### config.mk
export PLATFORM = sky130hd
export DESIGN_NAME = alu_mod_sequencer
export DESIGN_NICKNAME = d
export VERILOG_FILES = /design/src/rtl/alu_mod_sequencer_pkg.sv /design/src/rtl/alu_mod_sequencer.sv
export SDC_FILE = /design/constraint.sdc
export NUM_CORES = 1
export LEC_CHECK = 0
export CORE_MARGIN = 3
export CORE_UTILIZATION = 35
export DETAILED_ROUTE_END_ITERATION = 12
export PLACE_DENSITY = 0.74
export SLEW_MARGIN = 20
export SYNTH_ARGS = -nofsm -noshare
export SYNTH_HDL_FRONTEND = slang
export SYNTH_SLANG_ARGS = --single-unit
### constraint.sdc
create_clock -name clk -period 2.9 [get_ports clk]
set_clock_uncertainty 0.2 [all_clocks]
set_input_delay 0.58 -clock clk [delete_from_list [all_inputs] [get_ports clk]]
set_output_delay 0.58 -clock clk [all_outputs]
set_load 0.01 [all_outputs]
### src/rtl/alu_mod_sequencer_pkg.sv
// Shared ALU opcodes, FSM state encoding and status flag bundle for the MOD sequencer.
package alu_mod_sequencer_pkg;

  localparam int unsigned ALU_OP_W = 3;

  localparam logic [ALU_OP_W-1:0] ALU_AND = 3'b000;
  localparam logic [ALU_OP_W-1:0] ALU_OR  = 3'b001;
  localparam logic [ALU_OP_W-1:0] ALU_XOR = 3'b010;
  localparam logic [ALU_OP_W-1:0] ALU_NOR = 3'b011;
  localparam logic [ALU_OP_W-1:0] ALU_SLT = 3'b100;
  localparam logic [ALU_OP_W-1:0] ALU_ADD = 3'b101;
  localparam logic [ALU_OP_W-1:0] ALU_SUB = 3'b110;
  localparam logic [ALU_OP_W-1:0] ALU_MOD = 3'b111;

  typedef enum logic [1:0] {
    ST_IDLE  = 2'd0,
    ST_CHECK = 2'd1,
    ST_SUB   = 2'd2,
    ST_DONE  = 2'd3
  } state_t;

  typedef struct packed {
    logic div_zero;
    logic invalid;
    logic timeout;
  } mod_flags_t;

endpackage

### src/rtl/alu_mod_sequencer.sv
// Multi-cycle MOD controller: drives the shared ALU through SLT/SUB passes until
// the remainder drops below the divisor, with divide-by-zero, sign and timeout aborts.
module alu_mod_sequencer
  import alu_mod_sequencer_pkg::*;
#(
  parameter int unsigned WIDTH    = 32,
  parameter int unsigned MAX_ITER = 1024
) (
  input  logic                clk,
  input  logic                rst_n,
  input  logic                start,
  input  logic [WIDTH-1:0]    a,
  input  logic [WIDTH-1:0]    b,
  input  logic [WIDTH-1:0]    alu_result,
  output logic [ALU_OP_W-1:0] alu_op,
  output logic [WIDTH-1:0]    alu_a,
  output logic [WIDTH-1:0]    alu_b,
  output logic                busy,
  output logic                done,
  output logic [WIDTH-1:0]    result,
  output logic                div_zero,
  output logic                invalid,
  output logic                timeout
);

  localparam int unsigned ITER_W = $clog2(MAX_ITER + 1);

  state_t                state_q, state_d;
  logic [WIDTH-1:0]      r_q, r_d;
  logic [WIDTH-1:0]      b_q, b_d;
  logic [ITER_W-1:0]     iter_q, iter_d;
  logic [ALU_OP_W-1:0]   alu_op_q, alu_op_d;
  logic [WIDTH-1:0]      alu_a_q, alu_a_d;
  logic [WIDTH-1:0]      alu_b_q, alu_b_d;
  logic                  busy_q, busy_d;
  logic                  done_q, done_d;
  logic [WIDTH-1:0]      result_q, result_d;
  mod_flags_t            flags_q, flags_d;

  // State and registered outputs
  always_ff @(posedge clk) begin
    if (!rst_n) begin
      state_q  <= ST_IDLE;
      r_q      <= '0;
      b_q      <= '0;
      iter_q   <= '0;
      alu_op_q <= ALU_AND;
      alu_a_q  <= '0;
      alu_b_q  <= '0;
      busy_q   <= 1'b0;
      done_q   <= 1'b0;
      result_q <= '0;
      flags_q  <= '0;
    end else begin
      state_q  <= state_d;
      r_q      <= r_d;
      b_q      <= b_d;
      iter_q   <= iter_d;
      alu_op_q <= alu_op_d;
      alu_a_q  <= alu_a_d;
      alu_b_q  <= alu_b_d;
      busy_q   <= busy_d;
      done_q   <= done_d;
      result_q <= result_d;
      flags_q  <= flags_d;
    end
  end

  // Next state, datapath updates, and the outputs that belong to the next state
  always_comb begin
    state_d  = state_q;
    r_d      = r_q;
    b_d      = b_q;
    iter_d   = iter_q;
    result_d = result_q;
    flags_d  = flags_q;
    alu_op_d = ALU_AND;
    alu_a_d  = '0;
    alu_b_d  = '0;

    unique case (state_q)
      ST_IDLE: begin
        if (start) begin
          flags_d = '0;
          b_d     = b;
          r_d     = a;
          iter_d  = '0;
          if (b == '0) begin
            flags_d.div_zero = 1'b1;
            result_d         = a;
            state_d          = ST_DONE;
          end else if (a[WIDTH-1] || b[WIDTH-1]) begin
            flags_d.invalid = 1'b1;
            result_d        = '0;
            state_d         = ST_DONE;
          end else begin
            state_d = ST_CHECK;
          end
        end
      end
      ST_CHECK: begin
        if (alu_result[0]) begin
          result_d = r_q;
          state_d  = ST_DONE;
        end else if (iter_q == ITER_W'(MAX_ITER)) begin
          flags_d.timeout = 1'b1;
          result_d        = r_q;
          state_d         = ST_DONE;
        end else begin
          state_d = ST_SUB;
        end
      end
      ST_SUB: begin
        r_d     = alu_result;
        iter_d  = iter_q + ITER_W'(1);
        state_d = ST_CHECK;
      end
      ST_DONE: state_d = ST_IDLE;
      default: state_d = ST_IDLE;
    endcase

    // ALU controls are registered, so they are derived from the state being entered
    unique case (state_d)
      ST_CHECK: begin
        alu_op_d = ALU_SLT;
        alu_a_d  = r_d;
        alu_b_d  = b_d;
      end
      ST_SUB: begin
        alu_op_d = ALU_SUB;
        alu_a_d  = r_d;
        alu_b_d  = b_d;
      end
      default: ;
    endcase

    busy_d = (state_d != ST_IDLE);
    done_d = (state_d == ST_DONE);
  end

  assign alu_op   = alu_op_q;
  assign alu_a    = alu_a_q;
  assign alu_b    = alu_b_q;
  assign busy     = busy_q;
  assign done     = done_q;
  assign result   = result_q;
  assign div_zero = flags_q.div_zero;
  assign invalid  = flags_q.invalid;
  assign timeout  = flags_q.timeout;

endmodule

# --- After elaboration in Yosys (flattened, before gate mapping) ---
# Cells that the tools add are included.
word_totals:
  register_bits: 181
  wordCells: 64
  out_inout_bits: 104
op_classes:
  reduce_logical: 12
  mux: 26
  eq_ne: 12
  n_addsub: 1
op_table:
  columns: ["op", "n"]
  rows:
  - ["$mux 32", 8]
  - ["$pmux 32 s2", 2]
  - ["$logic_not 32->1", 1]
  - ["$pmux 11 s2", 1]
  - ["$add 11x1->11 const B", 1]
  - ["$eq 11x11->1 const B", 1]
  - ["$mux 11", 1]
  - ["$eq 2x2->1 const B", 4]
  - ["$mux 2", 4]
  - ["$pmux 2 s4", 1]
  - ["$reduce_and 4->1", 2]
  - ["$mux 1", 7]
  - ["$ne 2x2->1 const B", 3]
  - ["$ne 3x3->1 const B", 2]
  - ["$pmux 3 s2", 1]
  - ["$reduce_and 2->1", 3]
  - ["$reduce_bool 2->1", 3]
  - ["$eq 2x1->1 const B", 2]
  - ["$logic_not 2->1", 1]
  - ["$pmux 1 s2", 1]
  - ["$reduce_or 2->1", 1]
  - ["$logic_or 1x1->1", 1]

# --- Longest topological paths before layout ---
# Gate-level depths: netlist of run 1.
logic_depth:
  depth_word: 8
  mapped_depth: 10

# --- Least setup slack after synthesis of run 1 ---
# OpenSTA, ideal clock, no wires.
synth_path:
  path_type: "input-to-reg"
  startpoint: "input port b[11]"
  endpoint: "register alu_a_q[0], in the netlist alu_a[0]"
  n_path_buf: 4
  required_time_ns: 2.641
  setup_time_ns: 0.059
  path_stages: 10
  arrival_time_ns: 2.629
  slack_ns: 0.012
  cell_sequence: "nor4_1 > and4_1 > buf_2 > a2111o_1 > clkbuf_1 > nand2_1 > ha_1 > clkbuf_1 > clkbuf_1 > and2_1"
synth_via:
  elab_chain_len: 7
  elab_cells_between_ends: 8
synth_rtl:
  columns: ["item", "line", "rtl"]
  rows:
  - ["start, declared", "alu_mod_sequencer.sv:13", "input logic [WIDTH-1:0] b,"]
  - ["$logic_not 32->1 (*)", "alu_mod_sequencer.sv:88", "if (b == '0) begin"]
  - ["$mux 2 (*)", "alu_mod_sequencer.sv:88", null]
  - ["$mux 2 (*)", "alu_mod_sequencer.sv:83", "if (start) begin"]
  - ["$pmux 2 s4 (*)", "alu_mod_sequencer.sv:81", "unique case (state_q)"]
  - ["$eq 2x2->1 or $eq 2x1->1 (tied branches)", "alu_mod_sequencer.sv:123", "unique case (state_d)"]
  - ["$reduce_or 2->1 (no line) (*)", null, null]
  - ["$reduce_and 2->1 (no line) (*)", null, null]
  - ["end signal, assigned", "alu_mod_sequencer.sv:60", "alu_a_q <= alu_a_d;"]
  - ["end, declared", "alu_mod_sequencer.sv:33", "logic [WIDTH-1:0] alu_a_q, alu_a_d;"]
# Every way passes the cells marked *; elsewhere a longest branch is shown, timed or not.
# A chain may end at the register's enable or synchronous reset.

# --- Worst setup path after layout of run 1 ---
layout_path:
  startpoint: "input port b[2]"
  endpoint: "register alu_a_q[10], in the netlist alu_a[10]"
# Same word-level chain as after synthesis.

==> impl_metrics.env, run 1 <==
export IMPL_status="complete, no violations"
export IMPL_vdd_drop_max_v=0.0004478
export IMPL_wl_mm=22.23
export IMPL_slew_headroom_pct=43.44
export IMPL_grt_max_degree=71
export IMPL_dr_max_layer_used="met4"
export IMPL_max_freq_mhz=363.5
export IMPL_chipHeight_um=147.1
export IMPL_diodes=0
export IMPL_p_int_w=0.004583
export IMPL_cts_hold_buffers_added=0
export IMPL_fillers=1804
export IMPL_viasPerCell=5.373
export IMPL_drive_gt1_share_pct=11.75
export IMPL_yosys_warnings=0
export IMPL_ant_nets=0
export IMPL_finalSetupViolCount=0
export IMPL_start_util_pct=36.38
export IMPL_syn2layout_area_growth_pct=42.51
export IMPL_maxSlewViolCount=0
export IMPL_met3WireLength_mm=1.909
export IMPL_gp_congestion=0.8229
export IMPL_antenna_found_initial=0
export IMPL_timing_rr_start="iter_q[2]"
export IMPL_synth_fp_nets=851
export IMPL_crit_type="primary input to register"
export IMPL_post_cts_resized=0
export IMPL_vias=6475
export IMPL_portBuffers=201
export IMPL_p_leak_nw=3.526
export IMPL_gr_total_overflow=0
export IMPL_clkLatencyLatePin_ns=0.44
export IMPL_p_comb_share_pct=20.8
export IMPL_wl_met1_mm=9.212
export IMPL_cp_arrival_ns=2.93
export IMPL_syn_inst=747
export IMPL_pin_count=203
export IMPL_cts_tree="done"
export IMPL_first_global_vias=6358
export IMPL_crit_fanout=40
export IMPL_hold_viol=0
export IMPL_design_die_area_um2=21630
export IMPL_h_tree_depth=4
export IMPL_holdCritPathClass="register to register"
export IMPL_syn_avg_cell_area_um2=9.323
export IMPL_seqPwrFrac_pct=43.5
export IMPL_switching_power_w=0.001887
export IMPL_cts_sinks=180
export IMPL_firstDrtPassIters=5
export IMPL_critPathLaunchType="primary input"
export IMPL_synth_seq_cells=180
export IMPL_worstSetupEndpointType="register"
export IMPL_place_hpwl_mm=14.65
export IMPL_period_needed_ns=2.751
export IMPL_fp_row_count=50
export IMPL_die_x_um=147.1
export IMPL_worst_pin_slew_ns=0.8464
export IMPL_grt_pass1_wl_mm=35.18
export IMPL_wl_per_cell_um=18.45
export IMPL_p_per_area_nw_per_um2=652.0
export IMPL_drc=0
export IMPL_critPathRequiredTime_ns=3.07
export IMPL_fin_nets=1036
export IMPL_cts_clk_slew_worst_paths_ns=0.07
export IMPL_seq_area_um2=3603
export IMPL_synthesis_area_um2=6964
export IMPL_max_cap_violations=0
export IMPL_rsz0062_at_grt="no"
export IMPL_swShare_pct=29.17
export IMPL_multi_input_area_um2=3050
export IMPL_startpoint="b[2]"
export IMPL_utilization_pct=51.84
export IMPL_fin_crit_sh_pct=94.87
export IMPL_min_delay_start="b_q[28]"
export IMPL_numCtsBuffers=17
export IMPL_wl_met2_mm=10.60
export IMPL_post_cts_buffers=0
export IMPL_root_buffer="clkbuf_16"
export IMPL_design_core_area_um2=19140
export IMPL_initialDrtViolationCount=433
export IMPL_cts_max_path_buffers=2
export IMPL_synth_cell_type_count=38
export IMPL_yosysSeqAreaShare_pct=51.74
export IMPL_power_w=0.006471
export IMPL_grt_usage_pct=20.24
export IMPL_clkPwrFrac_pct=35.7
worst max-delay path: stages:
cell             delay (ns)
clkdlybuf4s50_1        0.45
nor4_1                 0.47
buf_4                  0.19
and4_1                 0.23
a2111o_1               0.17
nand2_1                0.08
ha_2                   0.38
buf_12                 0.20
and2_1                 0.16
through the flow:
stage               hold WS [ns]  std cells  cell area, µm²  setup TNS, ns  setup WS [ns]
floorplan                 0.2337        747            6964              0        0.01208
global placement          0.2398       1173            9339         -18.28        -0.2244
detailed placement        0.2454       1173            9339         -20.56        -0.2662
CTS                       0.2555       1205            9925              0         0.1882
global route              0.2821       1205            9925              0         0.1012
finish                    0.2542       1205            9925              0         0.1488
state kept, by name, indices dropped and copies added, names as in the netlist:
register and cells:
alu_a 32, alu_b 32, b_q 32, r_q 32, result 32, iter_q 11
alu_op 2, state_q 2, busy 1, div_zero 1, done 1, invalid 1
timeout 1
cell usage in the layout, fill, tap and decap left out, types with 2 or more instances in the layout:
cell	synthesis	layout
nor3_1	4	4
o21ai_0	3	3
and3_1	2	2
a21oi_1	100	100
nor2_1	26	24
nor4_1	10	10
o22ai_1	31	31
clkinvlp_4	0	2
nand2_1	108	108
mux2_2	5	5
and2_1	69	68
clkinv_4	0	3
o221ai_1	32	32
ha_1	5	4
nand3_1	5	5
inv_1	4	4
clkdlybuf4s50_1	0	200
clkbuf_16	0	17
inv_8	0	4
buf_12	0	5
inv_6	0	5
dfxtp_1	180	180
buf_4	1	30
nand4_1	32	32
and4_1	4	3
a21o_1	3	3
a311oi_1	2	2
inv_2	3	2
a311oi_2	30	30
a22oi_1	8	8
path summary, 6_finish.rpt:
path / depth (start not counted) / slack [ns] / to
setup / recovery: 9 / 0.15 / alu_a[10]
hold / removal: 2 / 0.25 / b_q[28]
setup reg to reg: 7 / 0.42 / alu_a[10]
hold reg to reg: 2 / 0.25 / b_q[28]
layout make-up:
type                       instances  area share, %
sequential                       180          36.31
multi-input combinational        490          30.74
timing repair buffer             236          23.50
clock buffer                      17          4.286
tap                              260          3.278
clock inverter                    15          1.614
inverter                           7         0.2774
per-layer routing:
metal	vias up	global-route usage [%]
met4	0	6.291
met3	42	6.262
met1	3067	25.41
met5	-	0
met2	289	33.46
li1	3077	-
cells by family after synthesis:
group	share of synthesized area [%]
AOI/OAI and AO/OA	22.80
other	0.05385
adders and majority gates	0.8983
muxes	0.9522
and+or+nand+nor	18.88
DFF	51.74
buffers and inverters	4.671
Yosys cell counts:
master    instances  share of area, %
buf_2             2              0.14
a21o_1            3              0.32
nand4_1          32               2.9
o21a_1            1              0.11
o21ai_1           1             0.072
o211ai_1          1              0.11
nand2b_1          1             0.090
and4b_1           1              0.14
buf_6             4              0.65
o221ai_1         32               4.0
and3_1            2              0.18
mux2_2            5              0.81
a2111o_1          1              0.16
o31ai_1           1              0.11
nor2_1           26               1.4
mux2i_1           1              0.14
and4_1            4              0.50
o22ai_1          31               2.8
and2_1           69               6.2
a21oi_1         100               7.2
buf_1             3              0.16
a22oi_1           8              0.86
ha_1              5              0.90
nand3_1           5              0.36
nand2_1         108               5.8
o21ai_0           3              0.22
dfxtp_1         180                52
nor3_1            4              0.29
buf_4             1              0.11
o31a_1            1              0.13
a311oi_2         30               6.5
nor4b_1           1              0.13
clkbuf_1         60               3.2
nor4_1           10              0.90
inv_2             3              0.16
inv_1             4              0.22
conb_1            1             0.054
a311oi_1          2              0.25
power groups by stage:
| stage | clock, W | combinational (W) | sequential, W |
|---|---|---|---|
| floorplan | 0 | 0.000579 | 0.00292 |
| global placement | 0 | 0.00133 | 0.00286 |
| detailed placement | 0 | 0.00135 | 0.00287 |
| CTS | 0.00237 | 0.00135 | 0.00281 |
| global route | 0.00247 | 0.00145 | 0.00284 |
| finish | 0.00231 | 0.00134 | 0.00281 |
(Power assumes the default switching activity.)
==> run 2: changes to the inputs <==
- GPL_ROUTABILITY_DRIVEN: unset -> 0
==> results of run 2 <==
The final DEF is identical to that of run 1; final timing and power are the same.
